<file path="config.mk">
export PLATFORM = sky130hd
export DESIGN_NAME = sevenseg_scan_driver
export DESIGN_NICKNAME = d
export VERILOG_FILES = /design/src/rtl/sevenseg_pkg.sv /design/src/rtl/sevenseg_hex_decode.sv /design/src/rtl/sevenseg_scan_driver.sv
export SDC_FILE = /design/constraint.sdc
export NUM_CORES = 1
export LEC_CHECK = 0
export CAP_MARGIN = 20
export CORE_MARGIN = 2
export CORE_UTILIZATION = 55
export CTS_CLUSTER_SIZE = 30
export DETAILED_ROUTE_END_ITERATION = 12
export GPL_TIMING_DRIVEN = 0
export MAX_ROUTING_LAYER = met4
export PLACE_DENSITY_LB_ADDON = 0.1
export SYNTH_ARGS = -nofsm -noshare
export SYNTH_HDL_FRONTEND = slang
export SYNTH_SLANG_ARGS = --single-unit
</file>
<file path="constraint.sdc">
create_clock -name i_clk -period 7.5 [get_ports i_clk]
set_input_delay 1.875 -clock i_clk [delete_from_list [all_inputs] [get_ports i_clk]]
set_output_delay 1.875 -clock i_clk [all_outputs]
set_load 0.05 [all_outputs]
</file>
<file path="src/rtl/sevenseg_pkg.sv">
// Seven-segment pattern constants (active low, seg[0]=a ... seg[6]=g) and the code-to-pattern helper.
package sevenseg_pkg;

  localparam logic [6:0] SEG_0   = 7'b1000000;
  localparam logic [6:0] SEG_1   = 7'b1111001;
  localparam logic [6:0] SEG_2   = 7'b0100100;
  localparam logic [6:0] SEG_3   = 7'b0110000;
  localparam logic [6:0] SEG_4   = 7'b0011001;
  localparam logic [6:0] SEG_5   = 7'b0010010;
  localparam logic [6:0] SEG_6   = 7'b0000010;
  localparam logic [6:0] SEG_7   = 7'b1111000;
  localparam logic [6:0] SEG_8   = 7'b0000000;
  localparam logic [6:0] SEG_9   = 7'b0010000;
  localparam logic [6:0] SEG_A   = 7'b0001000;
  localparam logic [6:0] SEG_B   = 7'b0000011;
  localparam logic [6:0] SEG_C   = 7'b1000110;
  localparam logic [6:0] SEG_D   = 7'b0100001;
  localparam logic [6:0] SEG_E   = 7'b0000110;
  localparam logic [6:0] SEG_F   = 7'b0001110;
  localparam logic [6:0] SEG_OFF = 7'h7F;

  // Codes 10..15 show the hex letters when hex is set, otherwise they clamp to '9'.
  function automatic logic [6:0] seg_decode(input logic [3:0] code, input logic hex);
    logic [6:0] v_seg;
    case (code)
      4'd0:    v_seg = SEG_0;
      4'd1:    v_seg = SEG_1;
      4'd2:    v_seg = SEG_2;
      4'd3:    v_seg = SEG_3;
      4'd4:    v_seg = SEG_4;
      4'd5:    v_seg = SEG_5;
      4'd6:    v_seg = SEG_6;
      4'd7:    v_seg = SEG_7;
      4'd8:    v_seg = SEG_8;
      4'd9:    v_seg = SEG_9;
      4'd10:   v_seg = hex ? SEG_A : SEG_9;
      4'd11:   v_seg = hex ? SEG_B : SEG_9;
      4'd12:   v_seg = hex ? SEG_C : SEG_9;
      4'd13:   v_seg = hex ? SEG_D : SEG_9;
      4'd14:   v_seg = hex ? SEG_E : SEG_9;
      default: v_seg = hex ? SEG_F : SEG_9;
    endcase
    return v_seg;
  endfunction

endpackage

</file>
<file path="src/rtl/sevenseg_hex_decode.sv">
// Per-digit combinational decoder: 4-bit code -> active-low segment pattern.
module sevenseg_hex_decode
  import sevenseg_pkg::*;
#(
  parameter int HEX_MODE = 0
) (
  input  logic [3:0] i_code,
  output logic [6:0] o_seg
);

  assign o_seg = seg_decode(i_code, (HEX_MODE != 0));

endmodule

</file>
<file path="src/rtl/sevenseg_scan_driver.sv">
// Time-multiplexed N-digit seven-segment scanner with per-frame input capture,
// dead time at the start of every slot, blank mask and leading-zero blanking.
module sevenseg_scan_driver
  import sevenseg_pkg::*;
#(
  parameter int NUM_DIGITS  = 4,
  parameter int REFRESH_DIV = 50000,
  parameter int DEAD_CYCLES = 2,
  parameter int HEX_MODE    = 0
) (
  input  logic                    i_clk,
  input  logic                    i_rst,
  input  logic [4*NUM_DIGITS-1:0] i_digits,
  input  logic [NUM_DIGITS-1:0]   i_dp,
  input  logic [NUM_DIGITS-1:0]   i_blank,
  input  logic                    i_lzb_en,
  output logic [NUM_DIGITS-1:0]   o_an,
  output logic [6:0]              o_seg,
  output logic                    o_dp_n,
  output logic                    o_frame_tick
);

  localparam int CW = $clog2(REFRESH_DIV);
  localparam int IW = (NUM_DIGITS > 1) ? $clog2(NUM_DIGITS) : 1;

  logic [CW-1:0]                r_cnt;
  logic [IW-1:0]                r_idx;
  logic [NUM_DIGITS-1:0][3:0]   r_dig;
  logic [NUM_DIGITS-1:0]        r_dp;
  logic [NUM_DIGITS-1:0]        r_blank;
  logic                         r_lzb;

  logic                         w_cnt_wrap;
  logic                         w_idx_wrap;
  logic                         w_capture;
  logic                         w_dead;
  logic [NUM_DIGITS-1:0]        w_sel;
  logic [NUM_DIGITS-1:0]        w_lz_chain;
  logic [NUM_DIGITS-1:0]        w_supp;
  logic [NUM_DIGITS-1:0][6:0]   w_dec;
  logic [NUM_DIGITS-1:0]        w_an_n;
  logic [6:0]                   w_seg;
  logic                         w_dp_on;
  logic                         w_lit;

  assign w_cnt_wrap = (r_cnt == CW'(REFRESH_DIV - 1));
  assign w_idx_wrap = (r_idx == IW'(NUM_DIGITS - 1));
  assign w_capture  = (r_cnt == '0) && (r_idx == '0);
  assign w_dead     = (r_cnt < CW'(DEAD_CYCLES));

  // Prescaler and scan index: one digit slot per REFRESH_DIV clocks.
  always_ff @(posedge i_clk) begin
    if (i_rst) begin
      r_cnt <= '0;
      r_idx <= '0;
    end else if (w_cnt_wrap) begin
      r_cnt <= '0;
      r_idx <= w_idx_wrap ? '0 : r_idx + IW'(1);
    end else begin
      r_cnt <= r_cnt + CW'(1);
    end
  end

  // Shadow capture at the start of each frame so a frame never mixes old and new inputs.
  always_ff @(posedge i_clk) begin
    if (i_rst) begin
      r_dig   <= '0;
      r_dp    <= '0;
      r_blank <= '0;
      r_lzb   <= 1'b0;
    end else if (w_capture) begin
      r_dig   <= i_digits;
      r_dp    <= i_dp;
      r_blank <= i_blank;
      r_lzb   <= i_lzb_en;
    end
  end

  // One decoder per digit; the active slot picks its pattern below.
  sevenseg_hex_decode #(.HEX_MODE(HEX_MODE)) u_dec [NUM_DIGITS-1:0] (
    .i_code (r_dig),
    .o_seg  (w_dec)
  );

  // Leading-zero run from the top digit down: bit i set when digit i and all above are 0 without dp.
  always_comb begin
    logic v_run;
    v_run      = 1'b1;
    w_lz_chain = '0;
    for (int i = NUM_DIGITS - 1; i >= 0; i--) begin
      v_run         = v_run & (r_dig[i] == 4'd0) & ~r_dp[i];
      w_lz_chain[i] = v_run;
    end
  end

  // Per-digit slot select and suppression (digit 0 is never LZ-blanked).
  for (genvar gi = 0; gi < NUM_DIGITS; gi++) begin : g_dig
    assign w_sel[gi] = (r_idx == IW'(gi));
    if (gi == 0) begin : g_lsd
      assign w_supp[gi] = r_blank[gi];
    end else begin : g_upper
      assign w_supp[gi] = r_blank[gi] | (r_lzb & w_lz_chain[gi]);
    end
    assign w_an_n[gi] = ~(w_sel[gi] & ~w_supp[gi]);
  end

  // Mux the active digit's pattern and dp request.
  always_comb begin
    w_seg   = SEG_OFF;
    w_dp_on = 1'b0;
    w_lit   = 1'b0;
    for (int i = 0; i < NUM_DIGITS; i++) begin
      if (w_sel[i]) begin
        w_seg   = w_dec[i];
        w_dp_on = r_dp[i];
        w_lit   = ~w_supp[i];
      end
    end
  end

  // Registered pin drivers: dark during dead time or for a suppressed digit.
  always_ff @(posedge i_clk) begin
    if (i_rst) begin
      o_an         <= '1;
      o_seg        <= SEG_OFF;
      o_dp_n       <= 1'b1;
      o_frame_tick <= 1'b0;
    end else begin
      o_frame_tick <= w_capture;
      if (w_dead || !w_lit) begin
        o_an   <= '1;
        o_seg  <= SEG_OFF;
        o_dp_n <= 1'b1;
      end else begin
        o_an   <= w_an_n;
        o_seg  <= w_seg;
        o_dp_n <= ~w_dp_on;
      end
    end
  end

endmodule

</file>
==> results.toml <==
[run_status]
status = "finished, final reports clean"

[detailed_routing]
post_drt_wl_per_cell_um = 14.98
wl_met3_um = 505
top_layer_used = "met4"
drt-pass1-iter-count = 5
drc = 0
wl_met2_um = 3929
num_vias = 3268
via_per_inst = 5.520
ant_nets = 0
finalWirelength_um = 8869
met1_length_um = 4288
drtIter0Drc = 252

[placement]
gp_congestion = 0.8728
dp.cells = 576
place_ws_ns = 2.975
port_buffers = 39
hpwlAfterDp_um = 6438

[synthesis]
yosysSeqAreaShare = 0.4369
syn_nets = 490
yosys.area.top_type = "dfxtp_1"
synth.top_cell.area_share = 0.4369
synth_area_leaders = "dfxtp_1 (44%), ha_1 (7.2%), nand2_1 (5.9%)"
avgSynthCellArea_um2 = 8.727
synth_flop_cell = "dfxtp_1"
ys_ff_latch = 84
synth_cell_types = 54
yosys_warnings = 0
synth_edf_count = 0
ys_async_sr_fraction = 0
netlist_area_mm2 = 0.003849
syn_inst = 441

[floorplan]
io_pins = 40
die_y_um = 87.65
dieWidth_um = 87.65
core_area_mm2 = 0.006794
design.die.area_mm2 = 0.007683
initial_core_util = 0.5665
rows = 30

[run]
maxCapViolations = 0

[global_route]
grt_start_max_net_pins = 15
grt_pass1_vias = 3015
grtUsageTotal = 0.2542
antenna_found_initial = 0
grt_pass1_wl_um = 14660
overflow = 0

[sta]
fin_worst_skew_ns = 0.009073
finalHoldViolCount = 0
worst_slack_ns = 3.275
setup_tns_ns = 0
grt_setup_unrepaired = "false"
max_freq_mhz = 236.7
worst_slew_margin_rel = 0.5746
setup-violations-final = 0
tightestPinTransition_ns = 0.6381
period_needed_ns = 4.225
whs_ns = 0.4612
fin_crit_sh = 0.5634
maxSlewViolCount = 0

[clock_tree]
cts.sinks = 84
cts_buffer_depth = 2
cts_tree = "done"
htree_levels = 3
post_cts_resized = 0
path_clk_slew_ns = 0.09
cts_inserted_buffers = 9
postCtsHoldBufs = 0
cts_root_buffer = "clkbuf_8"
clock_latency_ns = 0.35
cts_setup_buffers = 0

[worst_setup_path]
endpoint = "u_dec[0].o_seg[4]"
critPathArrivalTime_ns = 4.49
path_cells = "clkdlybuf4s50_1, buf_6, clkbuf_1, clkbuf_1, a21oi_1, ha_1, a311o_1, a21o_1, o31ai_1"
critical_path_required_ns = 7.76
critPathKind = "input pin to flip-flop"
max_stage_delay_ns = 0.52
worstRegToRegCells = 11
crit_top_cell = "clkbuf_1"
end_kind = "flip-flop"
r2r-start = "r_cnt[13]"
reg2reg_to = "u_dec[0].o_seg[4]"
reg2reg_slack_ns = 4.20
crit_path_max_fanout = 10
crit_start = "i_rst"
cpMaxStageDelayCell = "clkdlybuf4s50_1"
critPathLaunchType = "input pin"

[power_and_ir_drop]
ir_drop_v = 0.0001501
p_leak_nw = 1.830
p_per_area_mw_per_mm2 = 228.9

[final_layout]
drive_gt1_frac = 0.07661
final_cell_mix = "dfxtp_1 (84), nand2_1 (61), a21oi_1 (44), clkdlybuf4s50_1 (39), nor2_1 (38)"
synthToLayoutAreaGrowth_pct = 19.02
postLayoutCoreUtil = 0.6742
fill_cells = 581
diodes = 0
instances_no_fill = 592
final_common_cell = "dfxtp_1"
nNetsFinal = 540

[worst_hold_path]
hold_class = "flip-flop to flip-flop"
report_power, final:
part | internal [mW] | total, mW | switching [mW]
Combinational | 0.0822 | 0.198 | 0.116
Clock | 0.183 | 0.342 | 0.159
Sequential | 0.486 | 0.508 | 0.0223
Total | 0.751 | 1.05 | 0.298
state kept, by name, summed over array words and instances, names as in the netlist:
signal        cells
o_frame_tick      1
r_dp              4
o_dp_n            1
o_an              4
o_seg             7
r_cnt            16
r_dig            16
r_blank           4
u_dec.o_seg      28
r_lzb             1
r_idx             2
cells by family after synthesis:
| group | after synthesis | synth area share |
|---|---|---|
| AOI/OAI and AO/OA | 97 | 0.1642 |
| xor gates and xnor gates | 13 | 0.02958 |
| adders and majority gates | 22 | 0.07152 |
| buffers and inverters | 42 | 0.04584 |
| DFF | 84 | 0.4369 |
| muxes | 9 | 0.02471 |
| and+or+nand+nor | 174 | 0.2272 |
Yosys cell counts, types with 4 or more instances:
master / count
nand2b_1: 5
nand2_1: 61
nor2b_1: 10
mux2i_1: 8
xor2_1: 6
or3_1: 5
o21ai_0: 6
ha_1: 22
a21oi_1: 44
clkbuf_1: 9
nand3_1: 7
a211oi_1: 4
nand4_1: 4
and3_1: 8
nand3b_1: 4
o21ai_2: 4
xnor2_1: 7
o22ai_1: 15
nor3_1: 7
inv_1: 28
nor2_1: 38
nor3b_1: 10
dfxtp_1: 84
a2bb2oi_1: 6
how the worst min path moves through the flow:
| stage | startpoint | endpoint | slack [ns] | cells past startpoint |
|---|---|---|---|---|
| 3_3_place_gp | u_dec[3].o_seg[5] | o_seg[5] | 0.45 | 2 |
| 2_1_floorplan | r_lzb | r_lzb | 0.43 | 2 |
| 3_5_place_dp | r_lzb | r_lzb | 0.45 | 2 |
| 4_1_cts | r_lzb | r_lzb | 0.47 | 2 |
| 5_1_grt | r_lzb | r_lzb | 0.49 | 2 |
| 6_report | r_lzb | r_lzb | 0.46 | 2 |
metrics by stage:
step / instance area [um2] / power (mW)
final: 4581 / 1.049
after global routing: 4581 / 1.094
after detailed placement: 4359 / 0.7118
after floorplan: 3849 / 0.6465
after global placement: 4359 / 0.7086
after CTS: 4581 / 1.049
layer usage:
layer	vias to the layer above	GRT usage
met5	-	-
met1	1499	0.3571
met3	21	0.04430
met4	0	0.08811
met2	121	0.3691
li1	1627	-
worst max-delay path: cells and delay by family:
kind                     cells  cell delay (ns)
buffers and inverters        4             1.62
AO/OA/AOI/OAI                4             0.75
adder cells (fa/ha/maj)      1             0.24
area by class of cell:
| cell class | instances | area [um2] | area share |
|---|---|---|---|
| Multi-Input combinational cell | 315 | 1991 | 0.4346 |
| Inverter | 28 | 105.1 | 0.02294 |
| Clock buffer | 12 | 165.2 | 0.03606 |
| Timing Repair Buffer | 39 | 390.4 | 0.08522 |
| Clock inverter | 4 | 56.30 | 0.01229 |
| Buffer | 14 | 71.32 | 0.01557 |
| Sequential cell | 84 | 1682 | 0.3671 |
| Tap cell | 96 | 120.1 | 0.02622 |
Note: power is estimated with default switching activity, not from simulation.
